==> src/rtl/addsub_pkg.sv <==
// Shared types and constants for the pipelined add/subtract unit.
// Optional feature macro: ADDSUB_SATURATE_EN (clamp on signed overflow).
package addsub_pkg;

  // Default datapath width used by the result bundle below.
  localparam int ADDSUB_WIDTH = 8;

  // Width of the delivered-result counter.
  localparam int CNT_W = 16;

  // Operation select carried on the op input.
  typedef enum logic {
    OP_ADD = 1'b0,
    OP_SUB = 1'b1
  } op_e;

  // Result bundle at the default width: value, carry/borrow, signed overflow.
  typedef struct packed {
    logic [ADDSUB_WIDTH-1:0] out;
    logic                    carry;
    logic                    ovf;
  } res_t;

endpackage

==> src/rtl/addsub_core.sv <==
// Combinational add/subtract core sitting between pipeline stages 1 and 2.
// Optional feature macro: ADDSUB_SATURATE_EN (clamp on signed overflow).
module addsub_core
  import addsub_pkg::*;
#(
  parameter int WIDTH = 8
) (
  input  op_e              i_op,
  input  logic [WIDTH-1:0] i_a,
  input  logic [WIDTH-1:0] i_b,
  output logic [WIDTH-1:0] o_out,
  output logic             o_carry,
  output logic             o_ovf
);

  logic [WIDTH:0]   w_sum;
  logic [WIDTH-1:0] w_wrap;
  logic             w_ovf;

  // One extra bit holds carry-out for add and borrow for subtract.
  always_comb begin
    w_sum = '0;
    if (i_op == OP_SUB) w_sum = {1'b0, i_a} - {1'b0, i_b};
    else                w_sum = {1'b0, i_a} + {1'b0, i_b};
  end

  assign w_wrap = w_sum[WIDTH-1:0];

  // Signed overflow: operand signs agree (add) / differ (sub), and the result sign flips vs i_a.
  always_comb begin
    w_ovf = 1'b0;
    if (i_op == OP_SUB) w_ovf = (i_a[WIDTH-1] != i_b[WIDTH-1]) && (w_wrap[WIDTH-1] != i_a[WIDTH-1]);
    else                w_ovf = (i_a[WIDTH-1] == i_b[WIDTH-1]) && (w_wrap[WIDTH-1] != i_a[WIDTH-1]);
  end

  assign o_carry = w_sum[WIDTH];
  assign o_ovf   = w_ovf;

`ifdef ADDSUB_SATURATE_EN
  // Overflow direction follows i_a's sign: positive i_a clamps to max, negative to min.
  always_comb begin
    o_out = w_wrap;
    if (w_ovf) o_out = i_a[WIDTH-1] ? {1'b1, {(WIDTH-1){1'b0}}} : {1'b0, {(WIDTH-1){1'b1}}};
  end
`else
  assign o_out = w_wrap;
`endif

endmodule

==> src/rtl/addsub_pipe_unit.sv <==
// Two-stage stallable add/subtract pipeline with valid/ready on both sides.
// Optional feature macro: ADDSUB_SATURATE_EN (clamp on signed overflow).
//
// Handshake: a transfer happens on a rising edge where valid && ready are both
// high; valid, once raised, is held with stable data until the transfer, and
// ready never depends on the same side's valid.
module addsub_pipe_unit
  import addsub_pkg::*;
#(
  parameter int WIDTH = 8
) (
  input  logic             clk,
  input  logic             rst,
  input  logic             in_valid,
  output logic             in_ready,
  input  logic             op,
  input  logic [WIDTH-1:0] in1,
  input  logic [WIDTH-1:0] in2,
  output logic             out_valid,
  input  logic             out_ready,
  output logic [WIDTH-1:0] out,
  output logic             carry,
  output logic             ovf,
  output logic [CNT_W-1:0] txn_cnt
);

  logic             r_s1_v;
  op_e              r_s1_op;
  logic [WIDTH-1:0] r_s1_a;
  logic [WIDTH-1:0] r_s1_b;
  logic             r_s2_v;
  logic [WIDTH-1:0] r_out;
  logic             r_carry;
  logic             r_ovf;
  logic [CNT_W-1:0] r_txn_cnt;

  logic             w_s1_load;
  logic             w_s2_load;
  logic [WIDTH-1:0] w_out;
  logic             w_carry;
  logic             w_ovf;

  // Stage 2 advances when it is empty or draining; stage 1 accepts when it will be vacated.
  assign w_s2_load = r_s1_v && (!r_s2_v || out_ready);
  assign in_ready  = !r_s1_v || w_s2_load;
  assign w_s1_load = in_valid && in_ready;

  // Stage 1 captures the operand pair.
  always_ff @(posedge clk or negedge rst) begin
    if (!rst) begin
      r_s1_v  <= 1'b0;
      r_s1_op <= OP_ADD;
      r_s1_a  <= '0;
      r_s1_b  <= '0;
    end else begin
      r_s1_v <= w_s1_load || (r_s1_v && !w_s2_load);
      if (w_s1_load) begin
        r_s1_op <= op_e'(op);
        r_s1_a  <= in1;
        r_s1_b  <= in2;
      end
    end
  end

  addsub_core #(
    .WIDTH (WIDTH)
  ) u_core (
    .i_op    (r_s1_op),
    .i_a     (r_s1_a),
    .i_b     (r_s1_b),
    .o_out   (w_out),
    .o_carry (w_carry),
    .o_ovf   (w_ovf)
  );

  // Stage 2 holds the result; it stays frozen while the consumer stalls.
  always_ff @(posedge clk or negedge rst) begin
    if (!rst) begin
      r_s2_v  <= 1'b0;
      r_out   <= '0;
      r_carry <= 1'b0;
      r_ovf   <= 1'b0;
    end else begin
      r_s2_v <= w_s2_load || (r_s2_v && !out_ready);
      if (w_s2_load) begin
        r_out   <= w_out;
        r_carry <= w_carry;
        r_ovf   <= w_ovf;
      end
    end
  end

  // Count delivered results; wraps naturally at the counter width.
  always_ff @(posedge clk or negedge rst) begin
    if (!rst) r_txn_cnt <= '0;
    else if (r_s2_v && out_ready) r_txn_cnt <= r_txn_cnt + 1'b1;
  end

  assign out_valid = r_s2_v;
  assign out       = r_out;
  assign carry     = r_carry;
  assign ovf       = r_ovf;
  assign txn_cnt   = r_txn_cnt;

endmodule

==> config.mk <==
export PLATFORM = sky130hd
export DESIGN_NAME = addsub_pipe_unit
export DESIGN_NICKNAME = d
export VERILOG_FILES = /design/src/rtl/addsub_pkg.sv /design/src/rtl/addsub_core.sv /design/src/rtl/addsub_pipe_unit.sv
export SDC_FILE = /design/constraint.sdc
export NUM_CORES = 1
export LEC_CHECK = 0
export ABC_CLOCK_PERIOD_IN_PS = 2400
export CAP_MARGIN = 0
export CORE_UTILIZATION = 35
export DETAILED_ROUTE_END_ITERATION = 7
export DONT_BUFFER_PORTS = 1
export GPL_TIMING_DRIVEN = 0
export HOLD_SLACK_MARGIN = 0.03
export MAX_ROUTING_LAYER = met4
export PLACE_DENSITY = 0.61
export SLEW_MARGIN = 20
export SYNTH_ARGS = -nofsm -noshare
export SYNTH_HDL_FRONTEND = slang
export SYNTH_HIERARCHICAL = 1
export SYNTH_SLANG_ARGS = --single-unit
==> constraint.sdc <==
create_clock -name clk -period 2.4 [get_ports clk]
set_clock_uncertainty 0.1 [all_clocks]
set_input_delay 0.36 -clock clk [delete_from_list [all_inputs] [get_ports clk]]
set_output_delay 0.36 -clock clk [all_outputs]
set_load 0.01 [all_outputs]
==> results.ini, run 1 <==
[outcome]
status=complete, but fails checks
violations=setup timing

[routing]
first_iter_violations=30
first_pass_iters=4
viasPerCell=5.043
final_antenna_net_count=0
drcViolationCount=0
wl_per_cell_um=15.76
routed_wl_um=4713
num_vias=1508

[timing]
fin_crit_sh=1.070
setup_viol=5
hold_viol_final=0
layout_setup_ws_ns=-0.1675
worstMarginPinSlew_ns=0.3411
rsz0062_at_grt=true
whs_ns=0.05708
slew_headroom=0.7705
fmax_mhz=389.5
min_period_ns=2.567
slew_violations=0
setup_tns_ns=-0.5950

[cells_and_area]
n_fill_cell=611
area.growth.synth_to_final_pct=21.01
drive_gt1_frac=0.3258
fin_nets=252
stdcell_area_sq_mm=0.002818

[logic_synthesis]
syn-num-nets=227
synth.distinct_cells=34
yosysTopAreaCellShare=0.4836
ys.flop_type=dfrtp_1
synth_most_common_cell=dfrtp_1
synthTopCellsByCount=45 x dfrtp_1, 22 x xnor2_1, 18 x nor2_1, 12 x mux2_2, 11 x nand2_1
synth-async-reset-ratio=1.000
synth_area_leaders=dfrtp_1 48%, xnor2_1 8.3%, mux2_4 6.4%, mux2_2 5.8%, ha_1 5.4%
yosysTopAreaCell=dfrtp_1
avgSynthCellArea_sq_um=11.94
ys_seq_area_frac=0.4836
synth-edff-count=0
netlist_area_sq_mm=0.002328
synth-seq-cells=45
synthCells=195
yosys_warnings=6

[clocking]
tritoncts=built
worstSkewPairLatency_ns=0.31
cts.sink_count=45
cts_max_level=2
clockBufferDepth=2
cts_root_buffer=clkbuf_8
clk_pin_slew_ns=0.09
numCtsBuffers=5

[setup_path]
crit_path_cell_trace=inv_2 -> ha_4 -> nand2b_4 -> nor4_2 -> nor2_1 -> xnor2_1 -> ha_1 -> a21oi_2 -> nand2_1 -> o21ai_4 -> xnor2_2 -> mux2i_1 -> mux2_2
arrival_ns=2.66
cpMaxStageDelayCell=dfrtp_1
crit_fanout=4
worstSetupPathType=register to register
cpPeakStageDelay_ns=0.42
cp-start-kind=register
worstSetupEndpointType=register
cp.required_ns=2.49

[floorplanning]
fp-row-count=29
io_pins=49
die_area_sq_mm=0.006983
die_h_um=83.57
initial_core_util=0.3646
coreArea_sq_mm=0.006386
die_x_um=83.57

[hold_path]
hp-class=input port to register

[pwr]
power_mw=2.872
p_leak_nw=1.253
peakVddDrop_uv=491.6
power_density_mw_per_mm2=1019

[placement]
dp_hpwl_um=3088
port_buffers=0
post_dp_cell_area_sq_mm=0.002430
routabilityCongestion=0.7971

[global_route]
grt.total_usage=0.1467
antenna_found_initial=1
grt_overflow=0
grt_max_degree=46
grt_pass1_vias=1550
grt_pass1_wl_um=7776

[job]
maxCapViolations=0

path summary, 6_finish.rpt:
kind                                            start                 endpoint  slack (ns)  cells past startpoint
worst max-delay path            r_s1_b[1]$_DFFE_PN0P_          ovf$_DFFE_PN0P_       -0.17                     13
worst min-delay path                         in_valid         r_s1_v$_DFF_PN0_        0.06                      1
worst max register to register  r_s1_b[1]$_DFFE_PN0P_          ovf$_DFFE_PN0P_       -0.17                     13
worst min register to register    r_s1_op$_DFFE_PN0P_      r_s1_op$_DFFE_PN0P_        0.40                      1
max in group asynchronous                         rst  txn_cnt[11]$_DFFE_PN0P_        1.48                      2
min in group asynchronous                         rst      r_s1_op$_DFFE_PN0P_        0.51                      2
cell type report:
class	count	area, sq um	area share
antenna	1	2.502	0.0008881
buffer	2	18.77	0.006661
clock buffer	5	68.82	0.02442
clock inverter	3	47.55	0.01687
inverter	6	22.52	0.007993
multi-input combinational	142	1270	0.4507
sequential	45	1126	0.3996
tap	77	96.34	0.03419
timing repair buffer	18	165.2	0.05861
sequential cells by signal, indices dropped and copies added, names as in the netlist:
register	cells
carry	1
out	8
out_valid	1
ovf	1
r_s1_a	8
r_s1_b	8
r_s1_op	1
r_s1_v	1
txn_cnt	16
placed cells by master, fill, tap and decap left out, types with 2 or more instances in the layout:
| cell type | netlist | layout |
|---|---|---|
| nand3_1 | 6 | 6 |
| inv_1 | 6 | 4 |
| mux2_1 | 6 | 6 |
| ha_1 | 10 | 9 |
| a21oi_1 | 7 | 4 |
| dfrtp_1 | 45 | 45 |
| mux2_4 | 10 | 12 |
| nand2b_1 | 4 | 3 |
| o21a_1 | 2 | 2 |
| a21oi_2 | 0 | 3 |
| buf_6 | 1 | 3 |
| nand4_1 | 4 | 4 |
| inv_6 | 0 | 2 |
| inv_2 | 0 | 2 |
| xor2_1 | 6 | 6 |
| nand2_1 | 11 | 11 |
| mux2_2 | 12 | 10 |
| nor3_2 | 2 | 2 |
| clkbuf_8 | 0 | 5 |
| xnor2_1 | 22 | 21 |
| nor2_1 | 18 | 18 |
| buf_4 | 0 | 14 |
worst max-delay path: cells and delay by family, from the launching register on:
| family | cells | cell delay [ns] |
|---|---|---|
| buffers and inverters | 1 | 0.08 |
| muxes | 2 | 0.36 |
| and+or+nand+nor | 4 | 0.38 |
| adders and majority gates | 2 | 0.47 |
| DFF | 1 | 0.42 |
| AOI/OAI and AO/OA | 2 | 0.35 |
| xor gates and xnor gates | 2 | 0.27 |
kinds of logic after synthesis:
group	Yosys count	share of synthesized area
muxes	30	0.1601
AOI/OAI and AO/OA	16	0.04191
buffers and inverters	8	0.01612
adders and majority gates	11	0.06233
DFF	45	0.4836
and+or+nand+nor	57	0.1306
xor gates and xnor gates	28	0.1053
per-stage QoR:
stage,worst slack [ns],std cells,util
6_report,-0.1675,299,0.4412
3_5_place_dp,-0.2832,272,0.3805
3_3_place_gp,-0.2543,272,0.3805
2_1_floorplan,-0.02408,195,-
5_1_grt,-0.2992,299,0.4412
4_1_cts,-0.1602,295,0.4355
where the power goes:
part,total (mW),internal [mW],leakage [nW],switching (mW)
combinational,1.09,0.623,0.644,0.471
sequential,1.17,0.939,0.550,0.232
clock,0.606,0.318,0.0592,0.288
metal layers:
layer | vias to the layer above | wire [um] | track usage
li1 | 720 | - | -
met1 | 736 | 2118 | 0.1834
met2 | 46 | 2230 | 0.2247
met3 | 6 | 302 | 0.05539
met4 | 0 | 61 | 0.03698
met5 | - | 0 | -
repair_timing:
item / CTS / global route
resized for setup: 23 / 3
setup endpoints to repair: 5 / 5
pin swaps: 13 / 12
hold buffers: 2 / 0
endpoints found under the hold margin: 45 / 0
setup buffers: 14 / 4
(Power assumes the default switching activity.)
==> run 2: changes to the inputs <==
Settings changed: SYNTH_HIERARCHICAL 1 to unset.
==> run 2 against run 1 <==
The flow still finishes with violations (setup timing). Sequential share of layout area grew 0.72 points. Via count decreased by 0.80%. Register-to-register slack gained 0.14 ns. Worst hold slack improved by 0.019 ns. Final cell count is 0.33% lower. Die area down 2.9%. Largest cell class unchanged. Highest routed layer unchanged.
==> results.ini, run 2 <==
[clocking]
numCtsBuffers=5  ; unchanged
tritoncts=built
cts.sink_count=45  ; unchanged
worstSkewPairLatency_ns=0.30  ; about the same
cts_max_level=2  ; unchanged
clk_pin_slew_ns=0.09  ; about the same
clockBufferDepth=2  ; unchanged
cts_root_buffer=clkbuf_8

[timing]
hold_viol_final=0  ; unchanged
fin_crit_sh=1.011  ; -0.05833
layout_setup_ws_ns=-0.02749  ; +0.1400 ns
worstMarginPinSlew_ns=0.3575  ; +0.01646 ns
slew_headroom=0.7617  ; -0.008877
slew_violations=0  ; unchanged
min_period_ns=2.427  ; -0.1400 ns
fmax_mhz=411.9  ; +5.8%
setup_viol=1  ; -4
rsz0062_at_grt=true

[routing]
first_iter_violations=98  ; +230%
wl_per_cell_um=14.90  ; -5.5%
viasPerCell=5.020  ; -0.46%
drcViolationCount=0  ; unchanged
num_vias=1496  ; -0.80%
final_antenna_net_count=0  ; unchanged
first_pass_iters=4  ; unchanged
routed_wl_um=4439  ; -5.8%

[floorplanning]
die_area_sq_mm=0.006778  ; -2.9%
die_x_um=82.33  ; -1.5%
initial_core_util=0.3726  ; +0.008010
die_h_um=82.33  ; -1.5%
coreArea_sq_mm=0.006061  ; -5.1%
io_pins=49  ; unchanged
fp-row-count=28  ; -3.4%

[cells_and_area]
drive_gt1_frac=0.3139  ; -0.01189
final_util=0.4566  ; +0.01542
largest_register_ffs=16  ; unchanged
final_cell_mix=45 x dfrtp_1, 20 x mux2_2, 16 x nand2_1
fin_nets=254  ; +0.79%
final_common_cell=dfrtp_1
layout.cells.non_filler=298  ; -0.33%
area.growth.synth_to_final_pct=22.55
diodes=0  ; -1

[logic_synthesis]
ys.flop_type=dfrtp_1
synth-seq-cells=45  ; unchanged
synth_most_common_cell=dfrtp_1
syn-num-nets=230  ; +1.3%
synth.distinct_cells=37  ; +8.8%
yosys_warnings=0  ; -6
ys_seq_area_frac=0.4986  ; +0.01500
yosysTopAreaCellShare=0.4986  ; +0.01500
synthCells=198  ; +1.5%
yosysTopAreaCell=dfrtp_1
synth_area_leaders=dfrtp_1 50%, mux2_2 10%, xnor2_1 6.6%, ha_1 5.5%, xor2_1 4.3%
netlist_area_sq_mm=0.002258  ; -3.0%
synthTopCellsByCount=45 x dfrtp_1, 20 x mux2_2, 17 x xnor2_1, 16 x nand2_1
synth-async-reset-ratio=1.000  ; unchanged
synth-edff-count=0  ; unchanged
avgSynthCellArea_sq_um=11.41  ; -4.5%

[pwr]
p_comb_frac=0.360  ; -0.021
p_sw_frac=0.3584  ; +0.01297
seq_power_share=0.452  ; +0.044
p_leak_nw=1.226  ; -2.2%
p_int_mw=1.669  ; -11%
power_density_mw_per_mm2=939.7  ; -7.8%
power.net_switching_uw=932.1  ; -6.0%
clkPwrFrac=0.189  ; -0.022
peakVddDrop_uv=283.4  ; -42%

[setup_path]
r2r_slack_ns=-0.03  ; +0.14 ns
cp.required_ns=2.52  ; +0.03 ns
crit_fanout=4  ; unchanged
cp-start-kind=register
worstSetupPathType=register to register
worstSetupEndpointType=register
arrival_ns=2.55  ; -0.11 ns

[global_route]
grt_max_degree=46  ; unchanged
grt_overflow=0  ; unchanged
grt_pass1_vias=1418  ; -8.5%
antenna_found_initial=0  ; -1
grt.total_usage=0.1416  ; -0.005011
grt_pass1_wl_um=6851  ; -12%

[placement]
routabilityCongestion=0.7686  ; -3.6%
dp_cells=273  ; +0.37%
port_buffers=0  ; unchanged
dp_hpwl_um=3159  ; +2.3%

[hold_path]
hp-class=input port to register

[outcome]
status=complete, but fails checks
violations=setup timing

[job]
maxCapViolations=0  ; unchanged

-- run 2: cell types whose count changed in the layout (fill, tap and decap cells not counted), sizes merged, moves of 4 or more --
cell and delta:
xnor2 -5, xor2 +5, mux2 -8, o21ai +5, nand2 +4, nor2 -7
-- run 2: routing by layer --
layer / up-vias / global-route usage / part of all wire
li1: 743 / - / -
met1: 720 / 0.1717 / 0.43
met2: 28 / 0.2149 / 0.49
met3: 5 / 0.04945 / 0.058
met4: 0 / 0.05789 / 0.016
met5: - / - / 0
-- run 2: timing repair --
item,in CTS,in global routing
pin swaps,8,23
setup endpoints to repair,4,4
endpoints found under the hold margin,45,0
setup buffers,8,7
resized for setup,9,26
hold buffers,2,0
gates cloned,0,0
-- run 2: cell families after synthesis --
logic type / count (synthesis) / share of synthesized area
buf+inv: 9 / 0.01606
xor+xnor: 28 / 0.1086
compound gates: 28 / 0.07756
simple gates: 56 / 0.1308
mux: 21 / 0.1042
fa+ha+maj: 11 / 0.06427
flops: 45 / 0.4986
-- run 2: layout make-up --
class | count | area [sq um]
Fill cell | 553 | 3293
Multi-Input combinational cell | 144 | 1250
Sequential cell | 45 | 1126
Timing Repair Buffer | 17 | 165.2
Tap cell | 75 | 93.84
Clock buffer | 6 | 82.58
Inverter | 6 | 22.52
Clock inverter | 2 | 13.76
Buffer | 3 | 13.76
-- run 2: through the flow --
| stage | hold slack [ns] | TNS (ns) | area, sq um | setup WS [ns] | power (mW) |
|---|---|---|---|---|---|
| floorplan | -0.03559 | 0 | 2261 | 0.002099 | 1.715 |
| global placement | -0.03486 | -0.1731 | 2355 | -0.1457 | 1.846 |
| detailed placement | -0.03459 | -0.2517 | 2355 | -0.1689 | 1.868 |
| CTS | 0.06760 | -0.002718 | 2585 | -0.002718 | 2.472 |
| global route | 0.06478 | -0.2976 | 2768 | -0.1359 | 2.788 |
| finish | 0.07612 | -0.02749 | 2768 | -0.02749 | 2.601 |
-- run 2: worst max-delay path, stage by stage (launching register included) --
cell      delay, ns
dfrtp_1        0.43
nor2_4         0.22
buf_6          0.13
a21oi_4        0.06
xnor2_2        0.16
ha_4           0.29
o211ai_1       0.10
a21oi_2        0.23
nor4_4         0.08
or4_1          0.47
o211ai_1       0.10
-- run 2: power by group through the flow --
| stage | Sequential, mW | Combinational, mW | Clock (mW) |
|---|---|---|---|
| floorplan | 1.14 | 0.578 | 0 |
| global placement | 1.18 | 0.662 | 0 |
| detailed placement | 1.19 | 0.676 | 0 |
| CTS | 1.17 | 0.791 | 0.507 |
| global route | 1.21 | 1.05 | 0.534 |
| finish | 1.17 | 0.935 | 0.491 |
-- run 2: path summary, 6_finish.rpt --
path                                       startpoint                     to  cells past startpoint
worst max register to register  r_s1_b[3]$_DFFE_PN0P_        ovf$_DFFE_PN0P_                     10
max in group asynchronous                         rst  r_s1_a[3]$_DFFE_PN0P_                      2
min in group asynchronous                         rst     out[6]$_DFFE_PN0P_                      2
worst min register to register  r_s1_a[0]$_DFFE_PN0P_  r_s1_a[0]$_DFFE_PN0P_                      1
worst max-delay path            r_s1_b[3]$_DFFE_PN0P_        ovf$_DFFE_PN0P_                     10
worst min-delay path                         in_valid       r_s1_v$_DFF_PN0_                      1
